==> config.mk <==
export PLATFORM = sky130hd
export DESIGN_NAME = hazard_ctrl
export DESIGN_NICKNAME = d
export VERILOG_FILES = /design/src/rtl/hazard_ctrl_pkg.sv /design/src/rtl/hazard_ctrl_port_match.sv /design/src/rtl/hazard_ctrl.sv
export SDC_FILE = /design/constraint.sdc
export NUM_CORES = 1
export LEC_CHECK = 0
export ABC_CLOCK_PERIOD_IN_PS = 2100
export BUFFER_PORTS_ARGS = -buffer_cell sky130_fd_sc_hd__buf_2
export CAP_MARGIN = 20
export CORE_UTILIZATION = 35
export CTS_CLUSTER_SIZE = 30
export DETAILED_ROUTE_END_ITERATION = 8
export MAX_ROUTING_LAYER = met4
export PLACE_DENSITY = 0.72
export SLEW_MARGIN = 20
export SYNTH_ARGS = -nofsm -noshare
export SYNTH_HDL_FRONTEND = slang
export SYNTH_SLANG_ARGS = --single-unit
==> constraint.sdc <==
create_clock -name clk -period 2.1 [get_ports clk]
set_input_delay 0.42 -clock clk [delete_from_list [all_inputs] [get_ports clk]]
set_output_delay 0.42 -clock clk [all_outputs]
set_load 0.01 [all_outputs]
==> src/rtl/hazard_ctrl_pkg.sv <==
// Shared definitions for the pipeline hazard controller.
// Holds the registered FSM state encoding, the forward-select encodings
// seen by the execute and decode stages, and the default parameter values.
package hazard_ctrl_pkg;

   localparam int DEF_REG_AW = 3;
   localparam int DEF_NUM_RD = 2;
   localparam int DEF_CNT_W  = 16;

   typedef enum logic [1:0] {
      ST_IDLE       = 2'b00,
      ST_LOAD_STALL = 2'b01,
      ST_MEM_FREEZE = 2'b10
   } hzState_t;

   // Execute-stage operand source
   typedef enum logic [1:0] {
      EXE_FWD_RF  = 2'b00,
      EXE_FWD_MEM = 2'b01,
      EXE_FWD_WB  = 2'b10
   } exeFwd_t;

   // Decode-stage operand source
   typedef enum logic [1:0] {
      DEC_FWD_RF  = 2'b00,
      DEC_FWD_EXE = 2'b01,
      DEC_FWD_MEM = 2'b10,
      DEC_FWD_WB  = 2'b11
   } decFwd_t;

endpackage

==> src/rtl/hazard_ctrl_port_match.sv <==
// hazard_port_match: match and priority logic for one register read port.
// Ports:
//   decRdReg/decRdVld   decode-stage specifier and use flag for this port
//   exeRdReg/exeRdVld   execute-stage specifier and use flag for this port
//   exeWrReg/memWrReg/wbWrReg, *RegWrite   destination of each older stage
//   exeMemRead/memMemRead                  stage holds a load
//   exeFwdSel   execute operand source (youngest producer wins)
//   decFwdSel   decode operand source (youngest producer wins)
//   loadHz      decode operand depends on a load whose data is not yet ready
module hazard_port_match
   import hazard_ctrl_pkg::*;
#(
   parameter int REG_AW = DEF_REG_AW
) (
   input  logic [REG_AW-1:0] decRdReg,
   input  logic              decRdVld,
   input  logic [REG_AW-1:0] exeRdReg,
   input  logic              exeRdVld,
   input  logic [REG_AW-1:0] exeWrReg,
   input  logic [REG_AW-1:0] memWrReg,
   input  logic [REG_AW-1:0] wbWrReg,
   input  logic              exeRegWrite,
   input  logic              memRegWrite,
   input  logic              wbRegWrite,
   input  logic              exeMemRead,
   input  logic              memMemRead,
   output logic [1:0]        exeFwdSel,
   output logic [1:0]        decFwdSel,
   output logic              loadHz
);

   // The valid flag is the first operand so an undriven specifier on an
   // unused port is masked before it can reach any output.
   logic exeMemMatch, exeWbMatch;
   logic decExeMatch, decMemMatch, decWbMatch;

   assign exeMemMatch = exeRdVld && memRegWrite && (exeRdReg == memWrReg);
   assign exeWbMatch  = exeRdVld && wbRegWrite  && (exeRdReg == wbWrReg);
   assign decExeMatch = decRdVld && exeRegWrite && (decRdReg == exeWrReg);
   assign decMemMatch = decRdVld && memRegWrite && (decRdReg == memWrReg);
   assign decWbMatch  = decRdVld && wbRegWrite  && (decRdReg == wbWrReg);

   always_comb begin
      exeFwdSel = EXE_FWD_RF;
      if (exeMemMatch && !memMemRead)   exeFwdSel = EXE_FWD_MEM;
      else if (exeWbMatch)              exeFwdSel = EXE_FWD_WB;
   end

   always_comb begin
      decFwdSel = DEC_FWD_RF;
      if (decExeMatch && !exeMemRead)      decFwdSel = DEC_FWD_EXE;
      else if (decMemMatch && !memMemRead) decFwdSel = DEC_FWD_MEM;
      else if (decWbMatch)                 decFwdSel = DEC_FWD_WB;
   end

   // A MEM-stage load is shadowed when EXE rewrites the same register with
   // an ALU result; that younger value is forwarded instead.
   assign loadHz = (decExeMatch && exeMemRead) ||
                   (decMemMatch && memMemRead && !(decExeMatch && !exeMemRead));

endmodule

==> src/rtl/hazard_ctrl.sv <==
// hazard_ctrl: forwarding, load-use stall and memory-freeze control for a
// five-stage pipeline, with saturating performance counters.
// Ports:
//   clk, rst_n                      clock, asynchronous active-low reset
//   dec_rd_reg/dec_rd_vld           decode read specifiers and use flags
//   exe_rd_reg/exe_rd_vld           execute read specifiers and use flags
//   exe/mem/wb_wr_reg, *_reg_write  destination of each stage
//   exe_mem_read/mem_mem_read       stage holds a load
//   dmem_busy                       data memory not ready this cycle
//   cnt_clr                         synchronous clear of both counters
//   exe_fwd_sel/dec_fwd_sel         per-port operand source selects
//   stall_dec/bubble_exe/freeze     pipeline control (combinational)
//   state                           registered FSM state
//   lu_stall_cnt/freeze_cnt         saturating event counters
module hazard_ctrl
   import hazard_ctrl_pkg::*;
#(
   parameter int REG_AW = DEF_REG_AW,
   parameter int NUM_RD = DEF_NUM_RD,
   parameter int CNT_W  = DEF_CNT_W
) (
   input  logic                     clk,
   input  logic                     rst_n,
   input  logic [NUM_RD*REG_AW-1:0] dec_rd_reg,
   input  logic [NUM_RD-1:0]        dec_rd_vld,
   input  logic [NUM_RD*REG_AW-1:0] exe_rd_reg,
   input  logic [NUM_RD-1:0]        exe_rd_vld,
   input  logic [REG_AW-1:0]        exe_wr_reg,
   input  logic [REG_AW-1:0]        mem_wr_reg,
   input  logic [REG_AW-1:0]        wb_wr_reg,
   input  logic                     exe_reg_write,
   input  logic                     mem_reg_write,
   input  logic                     wb_reg_write,
   input  logic                     exe_mem_read,
   input  logic                     mem_mem_read,
   input  logic                     dmem_busy,
   input  logic                     cnt_clr,
   output logic [2*NUM_RD-1:0]      exe_fwd_sel,
   output logic [2*NUM_RD-1:0]      dec_fwd_sel,
   output logic                     stall_dec,
   output logic                     bubble_exe,
   output logic                     freeze,
   output logic [1:0]               state,
   output logic [CNT_W-1:0]         lu_stall_cnt,
   output logic [CNT_W-1:0]         freeze_cnt
);

   function automatic logic [CNT_W-1:0] satInc(input logic [CNT_W-1:0] v);
      return (&v) ? v : v + CNT_W'(1);
   endfunction

   logic [NUM_RD-1:0] loadHzVec;
   logic              loadHz;
   hzState_t          stateQ, stateNext;

   for (genvar p = 0; p < NUM_RD; p++) begin : gPort
      hazard_port_match #(.REG_AW(REG_AW)) uMatch (
         .decRdReg    (dec_rd_reg[p*REG_AW +: REG_AW]),
         .decRdVld    (dec_rd_vld[p]),
         .exeRdReg    (exe_rd_reg[p*REG_AW +: REG_AW]),
         .exeRdVld    (exe_rd_vld[p]),
         .exeWrReg    (exe_wr_reg),
         .memWrReg    (mem_wr_reg),
         .wbWrReg     (wb_wr_reg),
         .exeRegWrite (exe_reg_write),
         .memRegWrite (mem_reg_write),
         .wbRegWrite  (wb_reg_write),
         .exeMemRead  (exe_mem_read),
         .memMemRead  (mem_mem_read),
         .exeFwdSel   (exe_fwd_sel[2*p +: 2]),
         .decFwdSel   (dec_fwd_sel[2*p +: 2]),
         .loadHz      (loadHzVec[p])
      );
   end

   assign loadHz = |loadHzVec;

   // A busy data memory freezes everything; a bubble would be lost in the
   // frozen ID/EX register, so it is suppressed until the freeze ends.
   always_comb begin
      stall_dec  = 1'b0;
      bubble_exe = 1'b0;
      freeze     = 1'b0;
      stateNext  = ST_IDLE;
      if (dmem_busy) begin
         stall_dec = 1'b1;
         freeze    = 1'b1;
         stateNext = ST_MEM_FREEZE;
      end else if (loadHz) begin
         stall_dec  = 1'b1;
         bubble_exe = 1'b1;
         stateNext  = ST_LOAD_STALL;
      end
   end

   // ---- state register ----
   always_ff @(posedge clk or negedge rst_n) begin
      if (!rst_n) stateQ <= ST_IDLE;
      else        stateQ <= stateNext;
   end

   assign state = stateQ;

   // ---- counters: clear has priority over a same-cycle increment ----
   always_ff @(posedge clk or negedge rst_n) begin
      if (!rst_n) begin
         lu_stall_cnt <= '0;
         freeze_cnt   <= '0;
      end else if (cnt_clr) begin
         lu_stall_cnt <= '0;
         freeze_cnt   <= '0;
      end else begin
         if (bubble_exe) lu_stall_cnt <= satInc(lu_stall_cnt);
         if (dmem_busy)  freeze_cnt   <= satInc(freeze_cnt);
      end
   end

endmodule
; Yosys cells after proc, flatten, opt, wreduce, memory -nomap -nowiden
; Index checks and enable logic that the tools add are counted.
[classes]
muxes = 22
n_reduce_logical = 45
eq_ne = 12
add_sub_neg = 2
[ops]
columns = cell, count
row1 = 16-bit 2-to-1 mux, 6
row2 = 16-bit by 1-bit adder with 16-bit output (second input constant), 2
row3 = 1-bit logical AND, 32
row4 = 16-bit AND reduction, 2
row5 = 3-bit == test, 10
row6 = 2-bit 2-to-1 mux, 11
row7 = 1-bit 2-to-1 mux, 5
row8 = 1-bit zero test, 4
row9 = 2-bit != test (second input constant), 2
row10 = 2-bit AND reduction, 2
row11 = 2-bit nonzero test, 2
row12 = 1-bit logical OR, 2
row13 = 2-bit OR reduction, 1
[word_totals]
wordCells = 84
out_inout_bits = 45
regBits = 34
in_bits = 34

; Logic depth before layout (Yosys ltp)
; Gate-level depths: netlist (run 1).
[depth]
ltp_word = 11
ltp_mapped = 8

; Hierarchy
; A second synthesis (run 1) with hierarchy kept.
[hier_totals]
hier_cells = 254
area_unflattened_um2 = 2423.6
[by_module_without_submodules]
columns = mod, instances, area_per_inst_um2, cells_per_inst, seq_area_each_um2
row1 = hazard_ctrl, 1, 1940.6, 192, 850.8
row2 = hazard_port_match, 2, 241.5, 31, 0.0

; Worst setup path after synthesis (run 1)
; Ideal clock, no wire load.
[synth_timing]
path_kind = input port to flip-flop
startpoint = in dec_rd_reg[5]
endpoint = reg lu_stall_cnt[12]
stages = 6
setup_slack_ns = -0.152
arrival_time_ns = 2.124
n_path_buf = 0
cell_sequence = xor2_1 > or4_4 > o22ai_4 > nand2_4 > a2111oi_2 > mux2_1
[synth_via]
elab_chain_cells = 11
elab_cells_between_ends = 15
cone_classes = eq/ne: 2 / mux: 2 / reduce/logical: 11
[synth_rtl]
columns = element, line_no
row1 = from (decl), hazard_ctrl.sv:24  ; input logic [NUM_RD*REG_AW-1:0] dec_rd_reg,
row2 = 3-bit == test, hazard_ctrl_port_match.sv:39  ; assign decExeMatch = decRdVld && exeRegWrite && (decRdReg == exeWrReg);
row3 = 1-bit logical AND, hazard_ctrl_port_match.sv:39
row4 = 1-bit logical AND, hazard_ctrl_port_match.sv:59  ; (decMemMatch && memMemRead && !(decExeMatch && !exeMemRead));
row5 = 1-bit zero test, hazard_ctrl_port_match.sv:59
row6 = 1-bit logical AND, hazard_ctrl_port_match.sv:59
row7 = 1-bit logical OR (*), hazard_ctrl_port_match.sv:58  ; assign loadHz = (decExeMatch && exeMemRead) ||
row8 = 2-bit OR reduction (*), hazard_ctrl.sv:76  ; assign loadHz = |loadHzVec;
row9 = 1-bit 2-to-1 mux (*), hazard_ctrl.sv:89  ; end else if (loadHz) begin
row10 = 1-bit 2-to-1 mux (*), hazard_ctrl.sv:85  ; if (dmem_busy) begin
row11 = 2-bit nonzero test (no line) (*), -
row12 = 2-bit AND reduction (no line) (*), -
row13 = to (signal assigned), hazard_ctrl.sv:113  ; if (bubble_exe) lu_stall_cnt <= satInc(lu_stall_cnt);
row14 = to (decl), hazard_ctrl.sv:44  ; output logic [CNT_W-1:0] lu_stall_cnt,
; Every way passes the cells marked *; elsewhere a longest branch is shown, timed or not.
; A chain may end at the register's enable or synchronous reset.

; Final worst setup path (run 1)
[layout_timing]
startpoint = in dec_rd_reg[4]
endpoint = out bubble_exe
[layout_via]
elab_chain_cells = 9
elab_cells_between_ends = 13
cone_classes = eq/ne: 2 / mux: 2 / reduce/logical: 9
[layout_rtl]
columns = element, line_no
row1 = 3-bit == test, hazard_ctrl_port_match.sv:39
row2 = 1-bit logical AND, hazard_ctrl_port_match.sv:39
row3 = 1-bit logical AND, hazard_ctrl_port_match.sv:59
row4 = 1-bit zero test, hazard_ctrl_port_match.sv:59
row5 = 1-bit logical AND, hazard_ctrl_port_match.sv:59
row6 = 1-bit logical OR (*), hazard_ctrl_port_match.sv:58
row7 = 2-bit OR reduction (*), hazard_ctrl.sv:76
row8 = 1-bit 2-to-1 mux (*), hazard_ctrl.sv:89
row9 = 1-bit 2-to-1 mux (*), hazard_ctrl.sv:85
row10 = to (decl), hazard_ctrl.sv:41  ; output logic bubble_exe,
; Marks and branches as above.

==> results of run 1 <==
## final timing paths
| kind | from | cells after the start | slack (ns) | to |
|---|---|---|---|---|
| worst max register to register | lu_stall_cnt[0] | 7 | 0.02 | lu_stall_cnt[6] |
| worst min register to register | freeze_cnt[1] | 2 | 0.59 | freeze_cnt[1] |
| min in group clk | dmem_busy | 2 | 0.53 | state[1] |
| max in group asynchronous | rst_n | 1 | 1.42 | freeze_cnt[10] |
| worst max-delay path | dec_rd_reg[4] | 7 | -0.1 | bubble_exe |
| worst min-delay path | rst_n | 1 | 0.20 | freeze_cnt[8] |
## metrics by stage
stage	TNS (ns)	worst slack, ns	cells	utilization, %	cell area [um2]
2_1_floorplan	-0.7098	-0.1132	252	-	2392
3_3_place_gp	-4.640	-0.3260	442	49.55	3164
3_5_place_dp	-5.278	-0.3856	442	49.55	3164
4_1_cts	-0.3415	-0.1023	453	53.43	3412
5_1_grt	-1.486	-0.1579	460	55.86	3567
6_report	-0.5592	-0.09537	460	55.86	3567
## layer usage
metal  track usage, %  vias up  wire length (um)
met3            3.363        7               298
met2            33.92       64              3402
met5                -        -                 0
met4            5.085        0                53
li1                 -     1162                 -
met1            23.72     1161              3014
## registers in the layout, indices dropped and copies added (netlist names)
signal	flops
state	2
lu_stall_cnt	16
freeze_cnt	16
## what timing repair did
item                                    CTS  global route
endpoints found under the setup margin   16            19
resized for setup                        22            19
pin swaps                                 4             5
hold buffers                              0             0
cloned                                    0             1
buffers inserted                          3             6
## synthesized netlist by cell type, types with 2 or more instances
library cell  count  area, um2
and3_1            3      18.77
or3_1             3      18.77
xor2_1           36      315.3
nand4_1          12      75.07
a41oi_1           2      17.52
and4_1            3      26.28
or4_4             2      22.52
a2111oi_2         4      60.06
clkbuf_1          7      26.28
nand3_1          14      70.07
a211oi_1          3      22.52
nor4_4            2      42.54
nand2_1          18      67.56
or4_1             5      37.54
o21a_1            2      15.01
o21ai_0           5      25.02
o31ai_1           4      30.03
mux2_1            4      45.04
xnor2_1           8      70.07
mux2i_1           2      20.02
a21oi_1          10      50.05
nor2_1           30      112.6
nor2b_1           7      43.79
inv_1             6      22.52
mux2_2            3      33.78
ha_1              2      25.02
nor3_1            4      20.02
nor4_1            4      25.02
dfrtp_1          34      850.8
## worst max-delay path, delay by kind of cell
| family | cells | cell delay (ns) |
|---|---|---|
| simple gates | 2 | 0.63 |
| compound gates | 2 | 0.33 |
| buf+inv | 2 | 0.24 |
| xor+xnor | 1 | 0.15 |
## where the power goes
group / switching (mW) / internal, mW
Combinational: 0.155 / 0.128
Sequential: 0.00419 / 0.660
Clock: 0.262 / 0.476
## cells by family after synthesis
kind of cell	Yosys count
xor gates and xnor gates	44
muxes	9
adders and majority gates	2
DFF	34
AOI/OAI and AO/OA	34
buffers and inverters	15
and+or+nand+nor	114
## cell usage in the layout, fill, tap and decap left out, types with 3 or more instances in the layout
| master | count |
|---|---|
| nor3_1 | 3 |
| a2111oi_4 | 4 |
| a21oi_2 | 4 |
| or4_1 | 4 |
| inv_1 | 6 |
| clkbuf_8 | 5 |
| nand4_1 | 12 |
| buf_4 | 49 |
| dfrtp_1 | 34 |
| nand3_1 | 14 |
| nor4_4 | 3 |
| buf_8 | 3 |
| mux2_4 | 5 |
| and3_1 | 3 |
| or4_4 | 3 |
| xnor2_1 | 8 |
| nor2_1 | 30 |
| buf_6 | 6 |
| o31ai_1 | 4 |
| nor2b_1 | 7 |
| and4_1 | 3 |
| a21oi_1 | 6 |
| o21ai_0 | 4 |
| xor2_1 | 33 |
| xor2_2 | 3 |
| a211oi_1 | 3 |
| nand2_1 | 18 |
| buf_2 | 73 |
## layout make-up
type,instances,area [um2]
fill,571,2819
multi-input combinational,204,1614
sequential,34,850.8
timing repair buffer,131,845.8
tap,77,96.34
clock buffer,5,68.82
clock inverter,3,68.82
inverter,6,22.52
==> metrics.md, run 1 <==
| Metric | Value |
|---|---|
| Status | finished with violations |
| Failing checks | setup timing |
| Clk root buf | clkbuf_8 |
| Post-synthesis mux area share | 4.234% |
| First-pass GRT wire length | 10850 um |
| Critical path class | input pin to primary output |
| Die H | about 84 um |
| RSZ-0062 raised after global routing | yes |
| FP Rows | 29 |
| Skew-Pair Late Insertion Delay | between 0.2 and 0.3 ns |
| Hpwl dp | ~4800 um |
| I/O pins | 79 |
| Leak | ~1.7 nW |
| ANT cells | 0 |
| Clock transition at the registers of the reported paths | ~0.07 ns |
| Final Hold Slack | 0.1976 ns |
| Starting density of the core | a little over a third |
| DRT iter0 DRCs | just over 90 |
| Wire length per cell | roughly 15 um |
| Crit path capture type | primary output |
| Min-delay worst type | input pin to async pin |
| Vias per cell | between 5 and 6 |
| Critical Path AT | around 1.8 ns |
| Post-synthesis average cell area | between 9 and 10 um2 |
| Required @ worst endpoint | approximately 1.7 ns |
| Vias | 2394 |
| CTS buffer count | 5 |
| Post-layout net count | between 400 and 500 |
| Max-cap viol count | 0 |
| Gr usage total | around a fifth |
| Crit-path cells | buf_8, xor2_1, or4_4, o22ai_4, nand2_4, a21oi_2, buf_2 |
| Routed Antenna Nets | 0 |
| Slew @ Worst Pin | between 0.7 and 0.8 ns |
| Async SR Flop Fraction | 100.0% |
| EDFF count, synth | 0 |
| Crit path max fanout | 3 |
| Vias in the first global route | about 2300 |
| Final Slew Violations | 0 |
| Synth Area in Simple Gates | 27.17% |
| Ys flop type | dfrtp_1 |
| Compound-Gate Fraction of Synth Area | 11.68% |
| PD cells | between 400 and 500 nW/um2 |
| Final WS setup | -0.09537 ns |
| Worst clock skew | roughly 0.0018 ns |
| Yosys warnings | 0 |
| Setup violators final | 15 |
| Post-Synth Adder-Cell Area | 1.072% |
| CTS Sinks | 34 |
| Syn_nets | roughly 290 |
| Area grow syn2layout | 52.79% |
| Largest family of logic cells by synthesized area | simple AND/OR/NAND/NOR gates |
| Total Power | between 1.5 and 2 mW |
| Share of layout cells above drive strength 1 | between 40 and 50% |
| H-tree levels | 2 |
| Seq/Total Area, Yosys | between 30% and 40% |
| Crit path time final | ~2.2 ns |
| Max incr delay on CP | around 0.53 ns |
| Die Wd | roughly 84 um |
| Yosys reg bits | 34 |
| Max Fclk | 0.4555 GHz |
| DRC | 0 |
| Largest net degree at the start of global routing | 35 |
| Core area | 6386 um2 |
| Netlist cell types | 42 |
| Syn Inst Count | 252 |
| Buffers added on ports | 78 |
| CTS tree | built |
| Worst vdd ir | ~0.35 mV |
| Grt total ovfl | 0 |
| Post-synthesis xor/xnor area fraction | 16.51% |
| CP Launch Type | input pin |
| Die area | about 7000 um2 |
| Final wirelength | roughly 6800 um |
| Final hold viol count | 0 |
| Mapped Area | roughly 2300 um2 |
| DR pass1 iterations | 4 |
| CP max-delay cell | or4_4 |
| Max clock buf depth | 2 |
| Relative slew slack | between 40% and 50% |
| Final Cycle Share | 104.5% |
| Placer Congestion | ~0.95 |
| Initial antenna violation count | 0 |
(Power assumes the default switching activity.)
==> run 2: changes to the inputs <==
--- a/config.mk
+++ b/config.mk
@@ -5,6 +5,7 @@
 export SDC_FILE = /design/constraint.sdc
 export NUM_CORES = 1
 export LEC_CHECK = 0
+export ABC_AREA = 1
 export ABC_CLOCK_PERIOD_IN_PS = 2100
 export BUFFER_PORTS_ARGS = -buffer_cell sky130_fd_sc_hd__buf_2
 export CAP_MARGIN = 20
@@ -12,7 +13,7 @@
 export CTS_CLUSTER_SIZE = 30
 export DETAILED_ROUTE_END_ITERATION = 8
 export MAX_ROUTING_LAYER = met4
-export PLACE_DENSITY = 0.72
+export PLACE_DENSITY = 0.71
 export SLEW_MARGIN = 20
 export SYNTH_ARGS = -nofsm -noshare
 export SYNTH_HDL_FRONTEND = slang
==> metrics.md, run 2 <==
| Metric | Value |
|---|---|
| Area grow syn2layout | 23.39% |
| Pre-CTS WS | 0.1526 ns (+0.5382 ns) |
| DR pass1 iterations | 4 (unchanged) |
| Async SR Flop Fraction | 100.0% (unchanged) |
| Critical Path AT | 1.54 ns (-0.24 ns) |
| Critical path class | input pin to primary output |
| Crit path max fanout | 5 (+2) |
| Crit path time final | 1.961 ns (-0.2344 ns) |
| Placed cell count | 582 (+32%) |
| Setup TNS | 0 ns (+0.5592 ns) |
| CTS Sinks | 34 (unchanged) |
| Min-delay worst type | input pin to async pin |
| Filler Cells Inserted | 800 (+40%) |
| Buffers added on ports | 78 (unchanged) |
| I/O pins | 79 (unchanged) |
| Leading post-synthesis cells by cell area | dfrtp_1, nand2_1, nand3_1 |
| Non-filler instance count after layout | 591 (+28%) |
| Largest net degree at the start of global routing | 35 (unchanged) |
| Comb pwr share | 19.1% (+2.3 points) |
| Mapped Area | 2659 um2 (+14%) |
| Vias in the first global route | 2629 (+12%) |
| Yosys reg bits | 34 (unchanged) |
| Crit path capture type | primary output |
| Seq/Total Area, Yosys | 32.00% (-4.4 points) |
| Share of layout cells above drive strength 1 | 22.56% (-23 points) |
| EDFF count, synth | 0 (unchanged) |
| RSZ-0062 raised after global routing | no |
| Synth top area share | 32.00% (-4.4 points) |
| Hpwl dp | 5574 um (+16%) |
| Status | finished, final reports clean |
| GRT Max-Usage Layer | met2 |
| H-tree levels | 2 (unchanged) |
| FP Rows | 31 (+6.9%) |
| Leak | 1.810 nW (+6.4%) |
| Die area | 7950 um2 (+14%) |
| Initial antenna violation count | 0 (unchanged) |
| Max-cap viol count | 0 (unchanged) |
| Required @ worst endpoint | 1.68 ns (about the same) |
| Setup violators final | 0 (-15) |
| Reg2Reg Setup Slack | 0.20 ns (+0.18 ns) |
| Clock share of power | 34.5% (-9.3 points) |
| PD cells | 447.3 nW/um2 (-5.3%) |
| Met1 usage | 25.65% (+1.9 points) |
| DRT iter0 DRCs | 131 (+44%) |
| Netlist cell types | 37 (-12%) |
| DRC | 0 (unchanged) |
| Worst clock skew | 0.004480 ns (+0.002662 ns) |
| Die H | 89.16 um (+6.6%) |
| Pint | 1.033 mW (-18%) |
| Worst vdd ir | 0.2267 mV (-36%) |
| ANT cells | 0 (unchanged) |
| Post-CTS setup buffer count | 0 (-3) |
| Sw frac | 29.64% (+4.6 points) |
| Starting density of the core | 36.46% (-0.098 points) |
| Final wirelength | 7376 um (+9.0%) |
| Leading area contributor after synthesis | dfrtp_1 |
| First-pass GRT wire length | 11920 um (+9.8%) |
| Core area | 7292 um2 (+14%) |
| Final Cycle Share | 93.38% (-11 points) |
| M2 GR Usage | 31.92% (-2.0 points) |
| Syn_nets | 444 (+54%) |
| Final Slew Violations | 0 (unchanged) |
| Sequential power share | 46.3% (+6.9 points) |
| Final hold viol count | 0 (unchanged) |
| Routed Antenna Nets | 0 (unchanged) |
| Max clock buf depth | 2 (unchanged) |
| CP Launch Type | input pin |
| Post-layout net count | 527 (+26%) |
| Wire length per cell | 12.48 um (-15%) |
| Syn Inst Count | 408 (+62%) |
| CTS tree | built |
| Relative slew slack | 49.02% (+0.13 points) |
| Most common cell after layout, fill and taps aside | nand2_1 |
| Commonest cells after routing, fill and taps aside | nand2_1, buf_2, nor2_1 |
| Yosys warnings | 0 (unchanged) |
| Skew-Pair Late Insertion Delay | 0.29 ns (about the same) |
| GR Layer Usage met3 | 3.139% (-0.22 points) |
| Synth top cells by count | nand2_1, nor2_1, inv_1, nand3_1, dfrtp_1 |
| Clk root buf | clkbuf_8 |
| Placer Congestion | 0.9172 (-3.9%) |
| Slew @ Worst Pin | 0.7646 ns (-0.001929 ns) |
| Vias | 2954 (+23%) |
| Clock transition at the registers of the reported paths | 0.07 ns (about the same) |
| Vias per cell | 4.998 (-4.0%) |
| Post-synthesis average cell area | 6.517 um2 (-30%) |
| Gr usage total | 19.84% (+0.22 points) |
| Ys flop type | dfrtp_1 |
| Final WS setup | 0.1390 ns (+0.2344 ns) |
| Grt total ovfl | 0 (unchanged) |
| Max Fclk | 0.5099 GHz (+12%) |
| Most frequent cell after synthesis | nand2_1 |
| CTS buffer count | 5 (unchanged) |
| Die Wd | 89.16 um (+6.6%) |
| Psw | 0.4350 mW (+3.3%) |
run 2: cell count changes in the layout (fill, tap and decap cells not counted), moves of 7 or more:
cell     before  now
nand2_1      18  130
buf_4        49    7
inv_1         6   42
nand3_1      14   40
xor2_1       33   15
nor2_1       30   47
o21ai_0       4   15
nor3_1        3   13
nor2b_1       7    0
run 2: layout make-up:
cell class	instances	area (um2)	area share [%]
repair buffers	85	442.9	13.50
repair inverters	1	5.005	0.1526
clock inverters	1	5.005	0.1526
multi-input cells	318	1590	48.47
clock buffers	7	86.33	2.632
well taps	99	123.9	3.776
inverters	46	176.4	5.378
flip-flops and latches	34	850.8	25.93
run 2: timing repair:
action | 4_1_cts | 5_1_grt
hold endpoints to repair | 0 | 0
gates resized for setup | 0 | 4
endpoints found under the setup margin | 0 | 7
hold buffers | 0 | 0
run 2: worst paths after layout:
| path | start | end | cells past startpoint |
|---|---|---|---|
| min | rst_n | freeze_cnt[4] | 1 |
| max in group asynchronous | rst_n | lu_stall_cnt[2] | 1 |
| max reg2reg | lu_stall_cnt[1] | lu_stall_cnt[1] | 10 |
| max | mem_wr_reg[2] | bubble_exe | 12 |
| min reg2reg | freeze_cnt[1] | freeze_cnt[1] | 2 |
| min in group clk | dmem_busy | state[1] | 1 |
run 2: power groups by stage:
stage                     registers, mW  logic [mW]  clock network (mW)
after floorplan                   0.701       0.139                   0
after global placement            0.692       0.275                   0
after detailed placement          0.692       0.278                   0
after CTS                         0.680       0.279               0.528
after global routing              0.682       0.316               0.548
final                             0.680       0.281               0.507
run 2: logic make-up after synthesis:
logic type / after synthesis / share of synthesized area, %
compound gates: 36 / 8.095
xor+xnor: 22 / 7.247
flops: 34 / 32.00
buf+inv: 56 / 8.611
simple gates: 258 / 43.11
fa+ha+maj: 2 / 0.9410
run 2: worst max-delay path: stages:
cell	delay (ns)
buf_2	0.16
inv_2	0.05
nand2_1	0.06
nand2_1	0.05
nor2_1	0.15
nand3_1	0.09
nand2_1	0.06
nand2_1	0.07
nand2_2	0.09
inv_1	0.06
nor2_1	0.12
buf_2	0.15
run 2: per-stage QoR:
stage	hold slack (ns)	utilization [%]	power, mW	area [um2]
final	0.1981	44.99	1.468	3281
after global routing	0.2613	44.99	1.545	3281
after CTS	0.2250	44.72	1.487	3261
after detailed placement	0.5200	43.46	0.9702	3169
after global placement	0.5006	43.46	0.9671	3169
after floorplan	0.1244	-	0.8405	2659
run 2: metal layers:
metal / wire [um] / vias up / share of wire (%)
met5: 0 / - / 0
met4: 108 / 0 / 1.5
met3: 422 / 15 / 5.7
met2: 3527 / 106 / 48
met1: 3317 / 1347 / 45
li1: - / 1486 / -
==> run 3: changes to the inputs <==
--- a/config.mk
+++ b/config.mk
@@ -10,9 +10,9 @@
 export BUFFER_PORTS_ARGS = -buffer_cell sky130_fd_sc_hd__buf_2
 export CAP_MARGIN = 20
 export CORE_UTILIZATION = 35
+export CTS_BUF_LIST = sky130_fd_sc_hd__clkbuf_8
 export CTS_CLUSTER_SIZE = 30
 export DETAILED_ROUTE_END_ITERATION = 8
-export MAX_ROUTING_LAYER = met4
 export PLACE_DENSITY = 0.71
 export SLEW_MARGIN = 20
 export SYNTH_ARGS = -nofsm -noshare
==> metrics.md, run 3 (synthesis gave the netlist of run 2 again) <==
| Metric | Value |
|---|---|
| Crit-path cells | buf_2, inv_2, nand2_1, nand2_1, nor2_1, nand3_1, nand2_1, nand2_1, nand2_2, inv_1, nor2_1, buf_2 |
| Die H | 89.16 um (unchanged) |
| Top cell family by delay on the critical path | simple AND/OR/NAND/NOR gates |
| Grt total ovfl | 0 (unchanged) |
| CP most frequent cell | nand2_1 |
| DR pass1 iterations | 4 (unchanged) |
| DRC | 0 (unchanged) |
| Vias in the first global route | 2641 (+0.46%) |
| Crit path time final | 1.928 ns (-0.03342 ns) |
| Min-delay worst type | input pin to async pin |
| Vias | 2954 (unchanged) |
| Hpwl dp | 5583 um (+0.17%) |
| Vias per cell | 4.990 (-0.17%) |
| CP max-delay cell | buf_2 |
| Reg2reg path depth | 10 (unchanged) |
| FP Rows | 31 (unchanged) |
| Die Wd | 89.16 um (unchanged) |
| Cell area after layout | 3284 um2 (+0.11%) |
| Setup violators final | 0 (unchanged) |
| Reg2Reg Setup Slack | 0.21 ns (about the same) |
| Setup TNS | 0 ns (unchanged) |
| Worst vdd ir | 0.2533 mV (+12%) |
| Required @ worst endpoint | 1.68 ns (about the same) |
| Total Power | 1.463 mW (-0.32%) |
| ANT cells | 0 (unchanged) |
| Fin util | 45.04% (+0.051 points) |
| Area grow syn2layout | 23.53% |
| Slew @ Worst Pin | 0.7611 ns (-0.003550 ns) |
| Crit path max fanout | 5 (unchanged) |
| Clock transition at the registers of the reported paths | 0.07 ns (about the same) |
| Final wirelength | 7461 um (+1.2%) |
| CTS buffer count | 5 (unchanged) |
| I/O pins | 79 (unchanged) |
| Core area | 7292 um2 (unchanged) |
| Wire length per cell | 12.60 um (+0.98%) |
| Final Slew Violations | 0 (unchanged) |
| PD cells | 445.4 nW/um2 (-0.43%) |
| Leak | 1.805 nW (-0.25%) |
| Count of cells resized by post-cts repair | 0 (unchanged) |
| Buffers added on ports | 78 (unchanged) |
| Final hold viol count | 0 (unchanged) |
| Most common cell after layout, fill and taps aside | nand2_1 |
| Gr usage total | 19.45% (-0.39 points) |
| Commonest cells after routing, fill and taps aside | nand2_1, buf_2, nor2_1 |
| Starting density of the core | 36.46% (unchanged) |
| Final WS setup | 0.1724 ns (+0.03342 ns) |
| Max incr delay on CP | 0.16 ns (about the same) |
| Area after DPL | 3177 um2 (+0.24%) |
| FF-to-FF Start | lu_stall_cnt[1] |
| Capturing point of the worst reg2reg path | lu_stall_cnt[9] |
| Skew-Pair Late Insertion Delay | 0.29 ns (about the same) |
| Pre-CTS WS | 0.1641 ns (+0.01159 ns) |
| CTS tree | built |
| Post-CTS setup buffer count | 0 (unchanged) |
| DRT iter0 DRCs | 164 (+25%) |
| CTS Sinks | 34 (unchanged) |
| Relative slew slack | 49.26% (+0.24 points) |
| Initial antenna violation count | 0 (unchanged) |
| Max-cap viol count | 0 (unchanged) |
| Buf/Inv on CP | 4 (unchanged) |
| Cts-stage hold buffer count | 0 (unchanged) |
| Critical path class | input pin to primary output |
| First-pass GRT wire length | 11970 um (+0.46%) |
| H-tree levels | 2 (unchanged) |
| Levels on crit path | 12 (unchanged) |
| Die area | 7950 um2 (unchanged) |
| Status | finished, final reports clean |
| Clk root buf | clkbuf_8 |
| Max clock buf depth | 2 (unchanged) |
| Critical Path AT | 1.51 ns (-0.03 ns) |
| Largest net degree at the start of global routing | 35 (unchanged) |
| Worst clock skew | 0.006174 ns (+0.001694 ns) |
| Max Fclk | 0.5188 GHz (+1.7%) |
| Share of layout cells above drive strength 1 | 22.52% (-0.046 points) |
| Placer Congestion | 0.9173 (about the same) |
| Crit path capture type | primary output |
| RSZ-0062 raised after global routing | no |
| Post-layout net count | 528 (+0.19%) |
| Final Cycle Share | 91.79% (-1.6 points) |
| Filler Cells Inserted | 783 (-2.1%) |
| CP Launch Type | input pin |
| Routed Antenna Nets | 0 (unchanged) |
-- run 3: per-layer routing --
layer / vias to the layer above / GRT usage [%] / routed length, um
met2: 112 / 32.89 / 3573
met3: 9 / 2.955 / 457
met4: 0 / 5.483 / 72
li1: 1488 / - / -
met1: 1345 / 25.80 / 3357
met5: - / 0 / 0
-- run 3: final cells by class --
class                           instances  area [um2]  share of cell area [%]
Clock buffer                            6       82.58                   2.514
Inverter                               46       176.4                   5.371
Multi-Input combinational cell        318        1582                   48.15
Tap cell                               99       123.9                   3.771
Sequential cell                        34       850.8                   25.90
Clock inverter                          2       8.758                  0.2667
Timing Repair inverter                  1       7.507                  0.2286
Timing Repair Buffer                   86       452.9                   13.79
-- run 3: report_power, final --
group | switching [mW] | total [mW] | internal (mW) | leakage (nW)
Combinational | 0.182 | 0.283 | 0.102 | 1.28
Clock | 0.240 | 0.500 | 0.260 | 0.0524
Sequential | 0.0122 | 0.680 | 0.668 | 0.469
Total | 0.434 | 1.46 | 1.03 | 1.81
-- run 3: worst max-delay path by stage --
stage               startpoint                to
2_1_floorplan  lu_stall_cnt[0]  lu_stall_cnt[12]
3_3_place_gp     mem_wr_reg[2]        bubble_exe
3_5_place_dp     mem_wr_reg[1]        bubble_exe
4_1_cts          mem_wr_reg[1]        bubble_exe
5_1_grt          mem_wr_reg[2]        bubble_exe
6_report         mem_wr_reg[2]        bubble_exe
-- run 3: stage by stage --
step | hold slack, ns | instances
floorplan | 0.1244 | 408
global placement | 0.5029 | 583
detailed placement | 0.5166 | 583
CTS | 0.2318 | 591
global route | 0.2661 | 592
finish | 0.1985 | 592
